## config.mk

```make
export PLATFORM = sky130hd
export DESIGN_NAME = mul_digit_sequencer
export DESIGN_NICKNAME = d
export VERILOG_FILES = /design/src/rtl/mul_digit_sequencer.sv
export SDC_FILE = /design/constraint.sdc
export NUM_CORES = 1
export LEC_CHECK = 0
export CORE_MARGIN = 3
export CORE_UTILIZATION = 58
export DETAILED_ROUTE_END_ITERATION = 10
export PLACE_DENSITY_LB_ADDON = 0.08
export SLEW_MARGIN = 20
export SYNTH_ARGS = -nofsm -noshare
export SYNTH_HDL_FRONTEND = slang
export SYNTH_SLANG_ARGS = --single-unit
```

## constraint.sdc

```tcl
create_clock -name CLK -period 7.5 [get_ports CLK]
set_clock_uncertainty 0.2 [all_clocks]
set_input_delay 1.125 -clock CLK [delete_from_list [all_inputs] [get_ports CLK]]
set_output_delay 1.125 -clock CLK [all_outputs]
set_load 0.005 [all_outputs]
```

## src/rtl/mul_digit_sequencer.sv

```systemverilog
// mul_digit_sequencer
// -------------------
// Sequential WIDTH x WIDTH unsigned multiplier. Both operands are split into
// 2-bit digits, and every digit pair (i, j) is multiplied in turn by a 2x2
// cell. Each partial product is shifted by 2*(i+j) and added into a
// 2*WIDTH-bit accumulator. Pairs with i+j < APPROX_WEIGHT take their product
// from an approximate 2x2 cell (3*3 -> 7). All other pairs use the exact cell.
//
// Ports
//   CLK        rising-edge clock
//   RST        synchronous active-high reset
//   IN_VALID   operand pair valid
//   IN_READY   block can accept operands (high in IDLE)
//   A, B       unsigned operands, sampled only on the accept edge
//   OUT_VALID  result valid (high in DONE)
//   OUT_READY  consumer accepts the result
//   OUT_P      2*WIDTH-bit product, held until the next result is loaded
//   BUSY       high while digit pairs are being accumulated (RUN)

// 2x2 multiplier cell. With APPROX=1 the single case 3*3 gives 7 instead of 9.
// Every other product is exact, so the approximate cell never exceeds the
// exact one.
module Multiplier_2x2 #(
    parameter bit APPROX = 1'b0
) (
    input  logic [1:0] a,
    input  logic [1:0] b,
    output logic [3:0] p
);
    always_comb begin
        p = {2'b00, a} * {2'b00, b};
        if (APPROX && (a == 2'd3) && (b == 2'd3)) begin
            p = 4'd7;
        end
    end
endmodule

module mul_digit_sequencer #(
    parameter int WIDTH         = 8,
    parameter int APPROX_WEIGHT = 0
) (
    input  logic                 CLK,
    input  logic                 RST,
    input  logic                 IN_VALID,
    output logic                 IN_READY,
    input  logic [WIDTH-1:0]     A,
    input  logic [WIDTH-1:0]     B,
    output logic                 OUT_VALID,
    input  logic                 OUT_READY,
    output logic [2*WIDTH-1:0]   OUT_P,
    output logic                 BUSY
);
    localparam int N    = WIDTH / 2;
    localparam int NN   = N * N;
    localparam int IDXW = $clog2(NN);
    localparam int PW   = 2 * WIDTH;
    localparam logic [IDXW-1:0] LAST_IDX = IDXW'(NN - 1);

    typedef enum logic [1:0] {
        IDLE,
        RUN,
        DONE
    } state_t;

    state_t            state_q, state_d;
    logic [IDXW-1:0]   idx_q, idx_d;
    logic [WIDTH-1:0]  a_q, a_d;
    logic [WIDTH-1:0]  b_q, b_d;
    logic [PW-1:0]     acc_q, acc_d;
    logic [PW-1:0]     out_p_q, out_p_d;

    logic [1:0]        a_dig;
    logic [1:0]        b_dig;
    logic [3:0]        p_exact;
    logic [3:0]        p_approx;
    logic [3:0]        p_sel;
    logic [PW-1:0]     pp;
    logic [PW-1:0]     acc_sum;
    int                dig_i;
    int                dig_j;

    // Both cells see the current digit pair. The mux below chooses per pair.
    Multiplier_2x2 #(.APPROX(1'b0)) u_exact (
        .a (a_dig),
        .b (b_dig),
        .p (p_exact)
    );

    Multiplier_2x2 #(.APPROX(1'b1)) u_approx (
        .a (a_dig),
        .b (b_dig),
        .p (p_approx)
    );

    // idx walks the A digits fastest (i = idx mod N) and then the B digits
    // (j = idx / N). The partial product weight is 4^(i+j).
    always_comb begin
        dig_i   = int'(idx_q) % N;
        dig_j   = int'(idx_q) / N;
        a_dig   = a_q[2*dig_i +: 2];
        b_dig   = b_q[2*dig_j +: 2];
        p_sel   = ((dig_i + dig_j) < APPROX_WEIGHT) ? p_approx : p_exact;
        pp      = {{(PW-4){1'b0}}, p_sel} << (2 * (dig_i + dig_j));
        acc_sum = acc_q + pp;
    end

    // Next-state and datapath control. OUT_P is loaded with the final sum on
    // the same edge that adds the last pair, so DONE starts with a ready result.
    always_comb begin
        state_d = state_q;
        idx_d   = idx_q;
        a_d     = a_q;
        b_d     = b_q;
        acc_d   = acc_q;
        out_p_d = out_p_q;

        case (state_q)
            IDLE: begin
                if (IN_VALID) begin
                    a_d     = A;
                    b_d     = B;
                    acc_d   = '0;
                    idx_d   = '0;
                    state_d = RUN;
                end
            end
            RUN: begin
                acc_d = acc_sum;
                idx_d = idx_q + IDXW'(1);
                if (idx_q == LAST_IDX) begin
                    out_p_d = acc_sum;
                    idx_d   = '0;
                    state_d = DONE;
                end
            end
            DONE: begin
                // Moving to IDLE here means new operands wait one more cycle.
                if (OUT_READY) begin
                    state_d = IDLE;
                end
            end
            default: begin
                state_d = IDLE;
            end
        endcase
    end

    // A synchronous reset abandons any multiplication in progress.
    always_ff @(posedge CLK) begin
        if (RST) begin
            state_q <= IDLE;
            idx_q   <= '0;
            a_q     <= '0;
            b_q     <= '0;
            acc_q   <= '0;
            out_p_q <= '0;
        end else begin
            state_q <= state_d;
            idx_q   <= idx_d;
            a_q     <= a_d;
            b_q     <= b_d;
            acc_q   <= acc_d;
            out_p_q <= out_p_d;
        end
    end

    assign IN_READY  = (state_q == IDLE);
    assign BUSY      = (state_q == RUN);
    assign OUT_VALID = (state_q == DONE);
    assign OUT_P     = out_p_q;

endmodule
```

; ---- After elaboration in Yosys (flattened, before gate mapping)
; Cells that the tools add are included.
[op_classes]
reduce_logical = 7
muxes = 11
n_addsub = 3
n_shift = 3
n_mul = 1
magnitude_cmp = 1
eq_ne = 8
[ops]
columns = op, count
row1 = "32-bit by 1-bit < comparator with 1-bit output, second input constant", 1
row2 = 16-bit one-hot mux with 2 select lines, 1
row3 = 16-bit adder, 1
row4 = 16-bit two-way mux, 1
row5 = 4-bit two-way mux, 4
row6 = 8-bit by 4-bit variable part select with 2-bit output, 2
row7 = 4-bit by 4-bit left shift with 16-bit output, 1
row8 = 4-bit one-hot mux with 2 select lines, 1
row9 = "2-bit equality test, second input constant", 3
row10 = 2-bit two-way mux, 3
row11 = 2-bit one-hot mux with 3 select lines, 1
row12 = 2-bit AND reduction, 3
row13 = "4-bit by 1-bit adder with 4-bit output, second input constant", 1
row14 = "4-bit equality test, second input constant", 1
row15 = 2-bit by 2-bit multiplier with 4-bit output, 1
row16 = "2-bit by 1-bit != test with 1-bit output, second input constant", 2
row17 = 2-bit by 2-bit adder with 3-bit output, 1
row18 = 3-bit AND reduction, 1
row19 = "2-bit by 1-bit equality test with 1-bit output, second input constant", 1
row20 = 2-bit zero test, 1
row21 = "2-bit != test, second input constant", 1
row22 = 2-bit nonzero test, 1
row23 = 1-bit logical AND, 1
[word_totals]
ff_bits = 54

; ---- Longest topological paths before layout
; Gate-level depths: netlist of the first run.
[logic_depth]
ltp_word = 8
depth_mapped = 15

; ---- Modules after synthesis
; From an unflattened synthesis of the first run, not the netlist that was laid out.
[hier_totals]
cells_unflattened = 400
area_unflattened_um2 = 3216.8
[modules_own_cells]
columns = mod, cells_each, seq_area_each_um2, area_each_um2, n_inst
row1 = mul_digit_sequencer, 394, 1081.0, 3166.8, 1
row2 = Multiplier_2x2, 6, 0.0, 50.0, 1

; ---- Least setup slack after synthesis of the first run
; No wires, ideal clock.
[synth_timing]
kind = flip-flop to flip-flop
from = register idx_q[0]
to = register out_p_q[15], in the netlist OUT_P[15]
setup_slack_ps = 3545
t_arrival_ps = 3640
setup_ps = 115
synth_period_minus_slack_ps = 3955
required_ps = 7185
path_stages_with_launch = 15
path_buffers = 0
path_cell_list = dfxtp_1 > mux4_2 > and2_1 > ha_1 > ha_1 > nor2b_1 > a31oi_1 > nor2_1 > ha_1 > a21oi_1 > o21ai_2 > o211ai_2 > o21ai_2 > or4_1 > and3_1
[synth_via]
elab_chain_len = 7
elab_cells_between_ends = 12
classes_between = add/sub: 2 / mul: 1 / order compare: 1 / eq/ne: 2 / shift: 2 / mux: 2 / reduce/logical: 2
[synth_lines]
columns = item, line_no
row1 = "start, declared", 66  ; logic [IDXW-1:0] idx_q, idx_d;
row2 = "start signal, assigned", 159  ; idx_q <= idx_d;
row3 = "parallel branches: the longest is 7 deep, another holds 16-bit adder", n/a
row4 = "end signal, assigned", 163  ; out_p_q <= out_p_d;
row5 = "end, declared", 70  ; logic [PW-1:0] out_p_q, out_p_d;
; Parallel ways; which one is timed is not known.
; A chain may end at the register's enable or synchronous reset.

; ---- Worst setup path in the final report of the first run
[layout_timing]
from = register idx_q[0]
to = register out_p_q[12], in the netlist OUT_P[12]
; Same word-level chain as after synthesis.

==> out/metrics.cfg, run 1 <==
[synthesis]
yosysUniqueCellTypes=54
synth_top_area_share_pct=34.34
synth-seq-cells=54
synth_area_leaders=dfxtp_1 34%, nand2_1 8.0%, ha_1 7.9%
muxShareOfSynthArea_pct=3.180
netlist_instances=395
synth-main-ff-cell=dfxtp_1
netlist_area_um2=3148
synth_edf_count=0
synth-simple-area-share_pct=25.00
synthArstFlopShare_pct=0
synthAdderAreaFrac_pct=9.221
synth_xor_area_share_pct=1.669
synth_most_common_cell=nand2_1
synth.largest_area_cell=dfxtp_1
syn_avg_cell_area_um2=7.970
ys_warn_count=0
synth_compound_gate_area_share_pct=22.89
synth_top_family_by_area=simple AND/OR/NAND/NOR gates
synth_fp_nets=437
synth_top_cells_by_count=67 x nand2_1, 54 x dfxtp_1, 49 x a21oi_1
yosysSeqAreaShare_pct=34.34

[power]
power.density_nw_per_um2=139.2
clockPowerShare_pct=32.2
p_int_uw=376.8
p_leak_nw=1.361
p_sw_uw=126.2
p_total_uw=503.1
comb_power_share_pct=8.8
seq_power_share_pct=59.0
ir_drop_uv=103.4
swShare_pct=25.09

[routing]
drtAntennaViolNets=0
drc=0
via_count=2885
viasPerCell=5.888
drt_wl_total_mm=7.339
avgRoutedWirePerCell_um=14.98
drt_iter0_drc=142
drtPass1Iterations=4

[timing]
max-slew-margin-rel_pct=32.93
fin_crit_ns=4.365
tightest_slew_ns=1.006
fmax_mhz=229.1
rsz0062_at_grt=no
tns_ns=0
slew_viol_final=0
finalCritPeriodShare_pct=58.21
hold_violations=0
setup_violations=0

[clock_network]
cts_tree=yes
clk_latency_ns=0.31
post_cts_resize_count=0
cts_sinks=54
clk_pin_slew_worst_paths_ns=0.10
post-cts-setup-buffers=0
numCtsBuffers=5
cts_hold_buf=0
cts_root_buf=clkbuf_8
cts.path.max_buffers=2
cts_htree_levels=2

[placement]
hpwl_mm=5.286
routabilityCongestion=0.8732
portBuffers=38
dp.cells=483

[hold_path]
hp-start=OUT_P[3]
hp-class=reg2reg

[floorplanning]
die_w_um=79.67
core_um2=5172
io-pin-count=39
num_rows=26
die_h_um=79.67
dieArea_um2=6347
start_util_pct=60.86

[critical_path]
reg2reg_from=idx_q[0]
worstPathRequired_ns=7.50
critPathLaunchType=register
critPathLaunch=idx_q[0]
crit_fanout=7
path_class=reg2reg
critPathCaptureType=register
arrival_ns=4.37

[grt]
grt_start_max_net_pins=57
antenna_found_initial=0
grt_pass1_wl_mm=12.51
first_global_vias=2653
grt_usage_pct=24.74
overflow=0

[layout]
nets=462
finalNonFillerCells=490
syn_to_final_growth_pct=14.83
drive_above_1_share_pct=5.476
diodes=0
seqCellArea_um2=1081
multi_input_area_um2=1951
fill_cells=445

[status]
outcome=completed

[run]
maxCapViolCount=0

through the flow:
| step | cell area, µm² | hold slack (ns) | util [%] | worst slack (ns) |
|---|---|---|---|---|
| finish | 3615 | 0.2584 | 69.88 | 3.135 |
| CTS | 3615 | 0.2597 | 69.88 | 3.129 |
| global placement | 3532 | 0.2417 | 68.29 | 3.251 |
| detailed placement | 3532 | 0.2453 | 68.29 | 3.149 |
| floorplan | 3148 | 0.2315 | - | 3.545 |
| global route | 3615 | 0.2750 | 69.88 | 2.824 |
kinds of logic (layout without fill, tap and decap cells):
group	count (synthesis)	after routing
AOI/OAI and AO/OA	110	110
xor gates and xnor gates	6	6
adders and majority gates	22	22
buffers and inverters	30	55
DFF	54	54
muxes	5	5
and+or+nand+nor	168	168
final timing paths:
kind | to | slack [ns] | depth (start not counted)
setup / recovery | OUT_P[12] | 3.13 | 14
hold / removal | OUT_P[3] | 0.26 | 2
setup reg to reg | OUT_P[12] | 3.13 | 14
hold reg to reg | OUT_P[3] | 0.26 | 2
cells in the final DEF, fill, tap and decap left out, types with 4 or more instances in the layout:
master,count
xnor2_1,4
nand3b_1,4
inv_1,9
mux4_2,4
nand3_1,16
clkdlybuf4s50_1,37
nor2b_1,8
nor2_1,32
a31oi_1,5
dfxtp_1,54
a21o_1,4
and2_1,7
o21ai_0,12
nand2b_1,6
a32o_1,4
clkbuf_8,5
nor3b_1,4
or3_1,4
and3_1,6
ha_1,20
nand2_1,67
a21oi_1,49
nor3_1,8
registers in the layout (all words and copies together) (netlist names):
name / flops
b_q: 8
a_q: 8
acc_q: 16
idx_q: 4
state_q: 2
OUT_P: 16
power groups by stage:
stage,clock network (mW),registers [mW],logic [mW]
after floorplan,0,0.302,0.0275
after global placement,0,0.304,0.0429
after detailed placement,0,0.304,0.0438
after CTS,0.164,0.297,0.0439
after global routing,0.178,0.298,0.0488
final,0.162,0.297,0.0441
routing by layer:
metal / GRT usage (%) / vias up / routed length (µm)
met3: 3.612 / 9 / 272
li1: - / 1455 / -
met4: 7.216 / 0 / 112
met5: 0 / - / 0
met2: 40.23 / 70 / 3464
met1: 33.92 / 1351 / 3489
final cells by class:
type                            count  area share (%)
Clock inverter                      2          0.3808
Tap cell                           70           2.423
Sequential cell                    54           29.91
Timing Repair Buffer               38           10.38
Multi-Input combinational cell    311           53.96
Clock buffer                        5           1.904
Inverter                           10           1.038
worst max-delay path, stage by stage (launching register included):
cell and delay, ns:
dfxtp_1 0.49, mux4_2 0.58, and2_1 0.17, ha_1 0.19, ha_1 0.30, nor2b_1 0.14
a31oi_1 0.34, nor2_1 0.08, ha_1 0.34, nor2b_1 0.23, o2111ai_1 0.17, and3_1 0.23
o21ai_0 0.35, a21boi_0 0.17, o31a_1 0.29
Note: power is estimated with default switching activity, not from simulation.
==> run 2, diff against run 1 <==
--- a/config.mk
+++ b/config.mk
@@ -6,7 +6,7 @@
 export NUM_CORES = 1
 export LEC_CHECK = 0
 export CORE_MARGIN = 3
-export CORE_UTILIZATION = 58
+export CORE_UTILIZATION = 56
 export DETAILED_ROUTE_END_ITERATION = 10
 export PLACE_DENSITY_LB_ADDON = 0.08
 export SLEW_MARGIN = 20
==> constraint.sdc (replaced) <==
create_clock -name CLK -period 4.1 [get_ports CLK]
set_clock_uncertainty 0.2 [all_clocks]
set_input_delay 0.615 -clock CLK [delete_from_list [all_inputs] [get_ports CLK]]
set_output_delay 0.615 -clock CLK [all_outputs]
set_load 0.005 [all_outputs]
==> run 2 against run 1 <==
Fmax rose by 10%. Critical path type unchanged. Clock-buffer cell count rose by 2. Final area up 4.1%. Largest cell class unchanged. Global-route usage fell by 0.49 points. Register-to-register slack got worse by 3.0 ns.
==> out/metrics.cfg, run 2 (synthesis results as in run 1) <==
[status]
outcome=completed

[critical_path]
critPathLaunch=idx_q[0]
max_stage_delay_ns=0.53
r2r_slack_ns=0.13
r2r_cells=13
crit_chain=mux4_2 -> and2_1 -> ha_1 -> ha_1 -> a31oi_1 -> nor2b_1 -> ha_1 -> a21o_1 -> a31o_1 -> o211ai_2 -> a21oi_2 -> or4_1 -> and3_1
critPathLaunchType=register
path_class=reg2reg
reg2reg_from=idx_q[0]
crit_end=OUT_P[15]
worstPathRequired_ns=4.11
critPathCaptureType=register
path_buf_inv=0
crit_fanout=6
arrival_ns=3.97
path_depth=13
crit_slowest_cell=mux4_2
cp_top_family=compound AO/OA/AOI/OAI gates
crit_path_frequent_cell=ha_1
r2r-end=OUT_P[15]

[routing]
drtPass1Iterations=4
viasPerCell=5.740
drt_iter0_drc=161
drc=0
via_count=2893
drt_wl_total_mm=7.410
avgRoutedWirePerCell_um=14.70
drtAntennaViolNets=0

[layout]
finalInstanceArea_um2=3762
finalNonFillerCells=504
syn_to_final_growth_pct=19.52
diodes=0
fill_cells=427
drive_above_1_share_pct=10.60
final_cell_mix=67 x nand2_1, 52 x dfxtp_1, 47 x a21oi_1
nets=475
utilization_pct=71.39
final_common_cell=nand2_1

[grt]
antenna_found_initial=0
grt_start_max_net_pins=57
grt_usage_pct=24.25
grt_pass1_wl_mm=12.53
overflow=0
first_global_vias=2709

[timing]
slew_viol_final=0
hold_violations=0
max-slew-margin-rel_pct=32.49
fin_crit_ns=3.966
tightest_slew_ns=1.013
fmax_mhz=252.2
finalCritPeriodShare_pct=96.72
setup_violations=0
holdWs_ns=0.2587

[placement]
dp.cells=496
hpwl_mm=5.466
portBuffers=38
routabilityCongestion=0.8924
dpl-instance-area_um2=3630

[floorplanning]
io-pin-count=39
die_w_um=80.98
dieArea_um2=6557
num_rows=26
start_util_pct=59.73
die_h_um=80.98
core_um2=5270

[clock_network]
clk_latency_ns=0.30
cts_tree=yes
numCtsBuffers=5
cts_root_buf=clkbuf_8
cts.path.max_buffers=2
cts_htree_levels=2
clk_pin_slew_worst_paths_ns=0.10
cts_sinks=54

[power]
power.density_nw_per_um2=254.3
p_total_uw=956.7
ir_drop_uv=179.9
p_leak_nw=1.430

[hold_path]
hp-class=reg2reg

[run]
maxCapViolCount=0

-- run 2: cell types whose count changed in the layout (fill, tap and decap cells not counted), moves of 2 or more --
cell	change
buf_4	+13
dfxtp_1	-2
dfxtp_2	+2
a21oi_1	-2
a21oi_2	+2
clkbuf_8	+2
-- run 2: worst min path at each step --
stage / slack (ns) / end / startpoint / depth (start not counted)
final: 0.26 / b_q[3] / b_q[3] / 2
after global routing: 0.28 / OUT_P[4] / OUT_P[4] / 2
after global placement: 0.24 / OUT_P[4] / OUT_P[4] / 2
after floorplan: 0.23 / acc_q[10] / acc_q[10] / 2
after detailed placement: 0.25 / b_q[3] / b_q[3] / 2
after CTS: 0.26 / b_q[3] / b_q[3] / 2
-- run 2: report_power, final --
group / switching (mW) / total (mW) / internal [mW]
clock: 0.175 / 0.330 / 0.155
combinational: 0.0460 / 0.0843 / 0.0383
sequential: 0.00685 / 0.542 / 0.535
total: 0.228 / 0.957 / 0.729
-- run 2: final cells by class --
cell class / count / area [µm²] / share of cell area, %
Multi-Input combinational cell: 311 / 1976 / 52.51
Sequential cell: 54 / 1084 / 28.80
Timing Repair Buffer: 51 / 473.0 / 12.57
Clock buffer: 7 / 96.34 / 2.561
Tap cell: 70 / 87.58 / 2.328
Inverter: 10 / 37.54 / 0.9977
Clock inverter: 1 / 8.758 / 0.2328
-- run 2: through the flow --
| step | TNS (ns) | worst slack, ns |
|---|---|---|
| after floorplan | 0 | 0.1447 |
| after global placement | 0 | 0.1350 |
| after detailed placement | 0 | 0.04646 |
| after CTS | 0 | 0.03329 |
| after global routing | -0.0005786 | -0.0005786 |
| final | 0 | 0.1344 |
-- run 2: routing by layer --
metal | GRT usage, % | routed length (µm)
met5 | 0 | 0
met4 | 5.743 | 75
met3 | 3.437 | 335
met2 | 41.46 | 3502
met1 | 32.30 | 3497
-- run 2: worst register-to-register path: stages (launching register included) --
cell	delay, ns
dfxtp_2	0.37
mux4_2	0.53
and2_1	0.16
ha_1	0.20
ha_1	0.30
a31oi_1	0.22
nor2b_1	0.07
ha_1	0.35
a21o_1	0.21
a31o_1	0.23
o211ai_2	0.26
a21oi_2	0.11
or4_1	0.47
and3_1	0.18
-- run 2: repair_timing --
action	CTS	global route
resized for setup	0	11
buffers inserted	0	0
endpoints found under the setup margin	0	14
hold buffers	0	0
==> run 3, diff against run 2 <==
--- a/config.mk
+++ b/config.mk
@@ -6,7 +6,7 @@
 export NUM_CORES = 1
 export LEC_CHECK = 0
 export CORE_MARGIN = 3
-export CORE_UTILIZATION = 56
+export CORE_UTILIZATION = 55
 export DETAILED_ROUTE_END_ITERATION = 10
 export PLACE_DENSITY_LB_ADDON = 0.08
 export SLEW_MARGIN = 20
==> run 3 against run 2 <==
Register-to-register slack gained 0.06 ns. Via count up 1.1%. Worst setup slack better by 0.060 ns. Combinational power grew 2%. Routed wire length grew 4.6%. Flip-flop and latch count unchanged. Die area rose by 1.7%. Clock-buffer cell count unchanged.
==> out/metrics.cfg, run 3 (synthesis results as in run 1) <==
[status]
outcome=completed

[routing]
drtAntennaViolNets=0
drt_wl_total_mm=7.754
drc=0
avgRoutedWirePerCell_um=15.29
viasPerCell=5.771
drtPass1Iterations=4
drt_iter0_drc=191
via_count=2926

[clock_network]
clk_latency_ns=0.31
cts_root_buf=clkbuf_8
cts_hold_buf=0
cts_sinks=54
numCtsBuffers=5
cts_htree_levels=2
cts.path.max_buffers=2
clk_pin_slew_worst_paths_ns=0.09
cts_tree=yes

[run]
maxCapViolCount=0

[critical_path]
r2r_cells=14
max_stage_delay_ns=0.52
critPathLaunchType=register
r2r-end=OUT_P[15]
r2r_slack_ns=0.19
crit_path_frequent_cell=ha_1
arrival_ns=3.91
critPathCaptureType=register
reg2reg_from=idx_q[0]
crit_chain=mux4_2 -> and2_1 -> ha_1 -> nand2b_1 -> or2_2 -> inv_1 -> ha_1 -> a21oi_1 -> nor2_1 -> buf_4 -> o211ai_4 -> a21oi_2 -> or4_1 -> and3_1
crit_end=OUT_P[15]
worstPathRequired_ns=4.11
crit_fanout=4
critPathLaunch=idx_q[0]
crit_slowest_cell=mux4_2
path_class=reg2reg

[grt]
grt_start_max_net_pins=57
antenna_found_initial=0
grt_pass1_wl_mm=12.95
overflow=0
grt_usage_pct=24.79
first_global_vias=2797

[hold_path]
hp-class=reg2reg
hold_path_depth=2

[timing]
setup_slack_ns=0.1939
tns_ns=0
slew_viol_final=0
tightest_slew_ns=1.009
fmax_mhz=256.0
setup_violations=0
finalCritPeriodShare_pct=95.27
rsz0062_at_grt=no
fin_crit_ns=3.906
hold_violations=0
max-slew-margin-rel_pct=32.75

[power]
p_total_uw=984.5
power.density_nw_per_um2=257.9
p_sw_uw=228.0
swShare_pct=23.16
clockPowerShare_pct=36.3
ir_drop_uv=255.8
comb_power_share_pct=8.7
p_int_uw=756.5
p_leak_nw=1.434
seq_power_share_pct=55.0

[placement]
hpwl_mm=5.650
portBuffers=38
pre_cts_ws_ns=0.03701
routabilityCongestion=0.8860
dpl-instance-area_um2=3637

[layout]
final_common_cell=nand2_1
syn_to_final_growth_pct=21.26
nets=478
drive_above_1_share_pct=10.98
finalInstanceArea_um2=3817
final_cell_mix=67 x nand2_1, 52 x dfxtp_1, 47 x a21oi_1
diodes=0

[floorplanning]
start_util_pct=59.37
core_um2=5303
num_rows=26
dieArea_um2=6668
io-pin-count=39
die_h_um=81.66
die_w_um=81.66

-- run 3: cell types whose count changed in the layout (fill, tap and decap cells not counted), moves of 2 or more --
cell | before | now
dfxtp_4 | 0 | 2
clkbuf_8 | 7 | 5
buf_4 | 13 | 16
dfxtp_2 | 2 | 0
clkbuf_1 | 0 | 2
-- run 3: worst min-delay path by stage --
| stage | startpoint | slack (ns) | end |
|---|---|---|---|
| 3_3_place_gp | OUT_P[5] | 0.24 | OUT_P[5] |
| 6_report | OUT_P[5] | 0.26 | OUT_P[5] |
| 3_5_place_dp | OUT_P[5] | 0.25 | OUT_P[5] |
| 2_1_floorplan | acc_q[10] | 0.23 | acc_q[10] |
| 5_1_grt | OUT_P[5] | 0.28 | OUT_P[5] |
| 4_1_cts | OUT_P[5] | 0.26 | OUT_P[5] |
-- run 3: cell type report --
cell class | count | area [µm²]
multi-input combinational | 311 | 2002
fill | 445 | 1485
sequential | 54 | 1089
timing repair buffer | 54 | 495.5
tap | 70 | 87.58
clock buffer | 7 | 76.32
inverter | 10 | 37.54
clock inverter | 1 | 30.03
-- run 3: metal layers --
metal | share of wire [%] | vias up | track usage (%)
li1 | - | 1488 | -
met4 | 1.1 | 0 | 5.814
met2 | 50 | 74 | 43.81
met1 | 44 | 1355 | 31.34
met5 | 0 | - | 0
met3 | 5.0 | 9 | 4.386
-- run 3: power groups by stage --
stage	clock network (mW)	logic [mW]	registers [mW]
2_1_floorplan	0	0.0503	0.553
3_3_place_gp	0	0.0828	0.554
3_5_place_dp	0	0.0841	0.555
4_1_cts	0.360	0.0844	0.543
5_1_grt	0.382	0.0950	0.543
6_report	0.357	0.0857	0.542
-- run 3: repair_timing --
item                                    4_1_cts  5_1_grt
buffers inserted                              0        2
resized for setup                             0       15
endpoints found under the setup margin        0       10
-- run 3: worst max-delay path: cells and delay by family, from the launching register on --
kind                     cells  cell delay, ns
AND/OR/NAND/NOR              6            1.37
flip-flops                   1            0.37
adder cells (fa/ha/maj)      2            0.54
multiplexers                 1            0.52
AO/OA/AOI/OAI                3            0.57
buffers and inverters        2            0.22
-- run 3: stage by stage --
| stage | instances | hold slack, ns | util [%] |
|---|---|---|---|
| 2_1_floorplan | 395 | 0.2315 | - |
| 3_3_place_gp | 497 | 0.2424 | 68.59 |
| 3_5_place_dp | 497 | 0.2458 | 68.59 |
| 4_1_cts | 505 | 0.2590 | 70.60 |
| 5_1_grt | 507 | 0.2820 | 71.99 |
| 6_report | 507 | 0.2588 | 71.99 |
==> variant 1 (settings of run 3) <==
Set the parameter `WIDTH` to 16 (it was 8).
--- a/src/rtl/mul_digit_sequencer.sv
+++ b/src/rtl/mul_digit_sequencer.sv
@@ -36,7 +36,7 @@
 endmodule
 
 module mul_digit_sequencer #(
-    parameter int WIDTH         = 8,
+    parameter int WIDTH         = 16,
     parameter int APPROX_WEIGHT = 0
 ) (
     input  logic                 CLK,
Interface: changed (resized A, B and OUT_P); port bits go from 39 to 71. The function was not compared with the original's and may differ.
==> variant 1 against run 3 <==
  * The run now ends with negative setup slack left
  * Cell count grew 110%
  * Area after synthesis grew 92%
  * Critical path depth grew 6
  * Critical path type unchanged
  * First-iteration DRC count grew to 2.7 times the old value
  * Die area grew 84%
  * Sequential cell count grew 50
  * Power grew 90%
  * Setup slack lost 0.56 ns
  * Routed wire length grew 140%
  * Largest power group unchanged
  * Sequential power grew 94%
  * Sequential share of layout area shrank 4.2 points
  * Highest routed layer unchanged
  * Via count grew 120%
  * Design area grew 130%
==> variant 1: results (changes against run 3) <==
status - finished with violations
failing checks - negative setup slack
combinational power share - 9.8% (+1.1 points)
drt wl/cell - 17.5 µm (+14%)
Top Family by Delay on Critical Path - compound AO/OA/AOI/OAI gates
Logic power comb - 184 µW (+110%)
GRT met3 Usage - 6.44% (+2.1 points)
bufs w/o clock - 202 (+270%)
Post-DP HPWL - 13100 µm (+130%)
CP arrival - 4.54 ns (+0.63 ns)
r2r worst-path depth - 20 (+6)
post-synthesis adder-cell area fraction - 8.32% (-0.90 points)
crit path to - acc_q[24]
Seq/Total Area, Yosys - 34.5% (+0.11 points)
Lkg Pwr - 3.51 nW (+140%)
CP max FO - 5 (+1)
final worst slack - -0.365 ns (-0.559 ns)
total negative slack - -7.04 ns (-7.04 ns)
Clock net power - 642 µW (+80%)
Non-clk invs - 8 (-2)
Non-Filler Instances - 1081 (+110%)
R2R Path End - acc_q[24]
Layout clock area frac - 2.21% (-0.57 points)
final setup fails - 37 (+37)
peak supply drop - 287 µV (+12%)
multi-input logic portion of the cell area - 51.1% (-1.3 points)
met2 usage - 53.3% (+9.5 points)
vias in the first global route - 6391 (+130%)
routed vias/inst - 5.91 (+2.4%)
pin count of the biggest net entering global routing - 61 (+7.0%)
Compound-Gate Fraction of Synth Area - 19.9% (-3.0 points)
Worst-Skew Late Latency - 0.41 ns (+0.10 ns)
==> variant 1: cell types whose count changed after synthesis, moves of 7 or more <==
cell and delta:
nand3b_1 +8, a21oi_1 +46, nand2_1 +81, a21o_1 +12
a22o_1 +7, nand3_1 +7, clkbuf_1 +24, dfxtp_1 +50
nor2_1 +47, ha_1 +17, mux2i_1 +9, xnor2_1 +11
o21ai_0 +17, xor2_1 +13
==> variant 1: kinds of logic after synthesis <==
logic type | after synthesis
AND/OR/NAND/NOR | 330
AO/OA/AOI/OAI | 196
adder cells (fa/ha/maj) | 39
multiplexers | 20
buffers and inverters | 50
flip-flops | 104
XOR/XNOR | 30
==> variant 1: what timing repair did <==
action | 4_1_cts | 5_1_grt
resized for setup | 73 | 48
setup buffers | 20 | 7
pin swaps | 45 | 38
endpoints found under the setup margin | 44 | 46
==> variant 2 (settings of run 3) <==
Made on the original files. `a_q` no longer has a reset.
--- a/src/rtl/mul_digit_sequencer.sv
+++ b/src/rtl/mul_digit_sequencer.sv
@@ -150,18 +150,20 @@
         if (RST) begin
             state_q <= IDLE;
             idx_q   <= '0;
-            a_q     <= '0;
             b_q     <= '0;
             acc_q   <= '0;
             out_p_q <= '0;
         end else begin
             state_q <= state_d;
             idx_q   <= idx_d;
-            a_q     <= a_d;
             b_q     <= b_d;
             acc_q   <= acc_d;
             out_p_q <= out_p_d;
         end
+    end
+
+    always_ff @(posedge CLK) begin
+        a_q <= a_d;
     end
 
     assign IN_READY  = (state_q == IDLE);
Check against the original RTL: same outputs for any inputs over 10 cycles, from zero or initial values and one cycle with RST high; that may be too few to reach the edited logic, so the function may still have changed.
==> variant 2 against run 3 <==
  * Routed wire length rose by 3.1%
  * Clock power shrank 6.7%
  * Global-route usage grew 1.6 points
  * Power up 1.0%
  * Setup slack gained 0.015 ns
  * Sequential cell count unchanged
  * Worst hold slack improved by 0.0019 ns
  * Area after synthesis fell by 1.8%
  * Design area shrank 3.8%
  * Non-clock buffer count is 7 lower
  * Via count is 5.3% lower
  * Largest power group unchanged
==> variant 2: results (changes against run 3) <==
status - finished clean
commonest cells in the netlist - nand2_1 (57), dfxtp_1 (46), nor2_1 (36)
Post-DP HPWL - 6020 µm (+6.6%)
drt wl/cell - 16.8 µm (+10%)
Slew headroom - 52.6% (+20 points)
YS warnings - 0 (unchanged)
first-pass GRT wire length - 13200 µm (+2.1%)
Critical Path Max Stage Delay - 0.55 ns (+0.03 ns)
Hold Startpoint - b_q[0]
pre-CTS setup slack - 0.0316 ns (-0.00545 ns)
1st-iter DRT viols - 187 (-2.1%)
ratio of cells with drive above 1 in the final layout - 8.89% (-2.1 points)
Yosys cell types - 53 (-1.9%)
placed cell area - 3520 µm² (-3.2%)
met1 Use GR - 38.0% (+6.6 points)
# fillers - 433 (-2.7%)
switch share - 24.4% (+1.3 points)
met2 usage - 41.1% (-2.8 points)
Area contributors post-synth - dfxtp_1 (30%), ha_1 (8.1%), edfxtp_1 (7.8%), nand2_1 (6.9%), a21oi_1 (5.5%)
Routed met2 length - 3550 µm (-8.2%)
clk buf depth - 2 (unchanged)
Top Family by Delay on Critical Path - compound AO/OA/AOI/OAI gates
WL met1 - 4040 µm (+18%)
r2r worst-path depth - 14 (unchanged)
pin count of the biggest net entering global routing - 32 (-44%)
# nets final - 446 (-6.7%)
hold depth - 2 (unchanged)
syn_nets - 411 (-5.9%)
routed vias/inst - 5.83 (+1.0%)
met3 WL - 311 µm (-19%)
number of port buffers - 38 (unchanged)
Pre-antenna DRT Iters - 5 (+1)
antenna violations before repair - 0 (unchanged)
Seq/Total Area, Yosys - 37.6% (+3.2 points)
routability congestion estimate from global placement - 0.952 (+7.5%)
Hold EP - b_q[0]
number of synthesized flops with an enable pin - 8 (+8)
r2r startpoint - idx_q[0]
vias in the first global route - 2659 (-4.9%)
CP arrival - 3.90 ns (about the same)
Tot GR Track Use - 26.3% (+1.6 points)
Lkg Pwr - 1.39 nW (-3.1%)
R2R Path End - acc_q[15]
final worst slack - 0.209 ns (+0.0152 ns)
peak supply drop - 200 µV (-22%)
GRT met3 Usage - 4.55% (+0.16 points)
## variant 2: kinds of logic after synthesis
group / synth area share, %
AND/OR/NAND/NOR: 22.7
AO/OA/AOI/OAI: 19.2
flip-flops: 37.6
buffers and inverters: 4.41
adder cells (fa/ha/maj): 9.39
XOR/XNOR: 3.12
multiplexers: 3.60
## variant 2: per-stage QoR
step	std cells	hold slack, ns
finish	475	0.261
global route	475	0.282
CTS	473	0.262
detailed placement	465	0.248
global placement	465	0.246
floorplan	369	0.232
## variant 2: area by class of cell
cell class              count  area [µm²]  share of cell area (%)
multi-input cells         284        1820                    49.6
flip-flops and latches     54        1160                    31.7
repair buffers             47         448                    12.2
clock buffers               7        96.3                    2.62
well taps                  70        87.6                    2.39
inverters                  12        45.0                    1.23
clock inverters             1        8.76                   0.239
## variant 2: worst max-delay path by stage
stage               depth (start not counted)   endpoint      from
global placement                           14  acc_q[15]  idx_q[0]
CTS                                        14  acc_q[15]  idx_q[0]
global route                               14  OUT_P[12]  idx_q[0]
floorplan                                  14  acc_q[15]  idx_q[0]
finish                                     14  acc_q[15]  idx_q[0]
detailed placement                         14  OUT_P[12]  idx_q[0]
## variant 2: power groups by stage
| stage | clock [mW] | sequential (mW) | combinational, mW |
|---|---|---|---|
| detailed placement | 0 | 0.570 | 0.0981 |
| finish | 0.333 | 0.558 | 0.103 |
| global placement | 0 | 0.570 | 0.0965 |
| CTS | 0.336 | 0.558 | 0.0988 |
| global route | 0.357 | 0.560 | 0.114 |
| floorplan | 0 | 0.568 | 0.0595 |
## variant 2: timing repair
action,CTS,global route
setup buffers,0,2
hold buffers,0,0
pin swaps,0,1
endpoints found under the setup margin,1,19
gates resized for setup,1,7
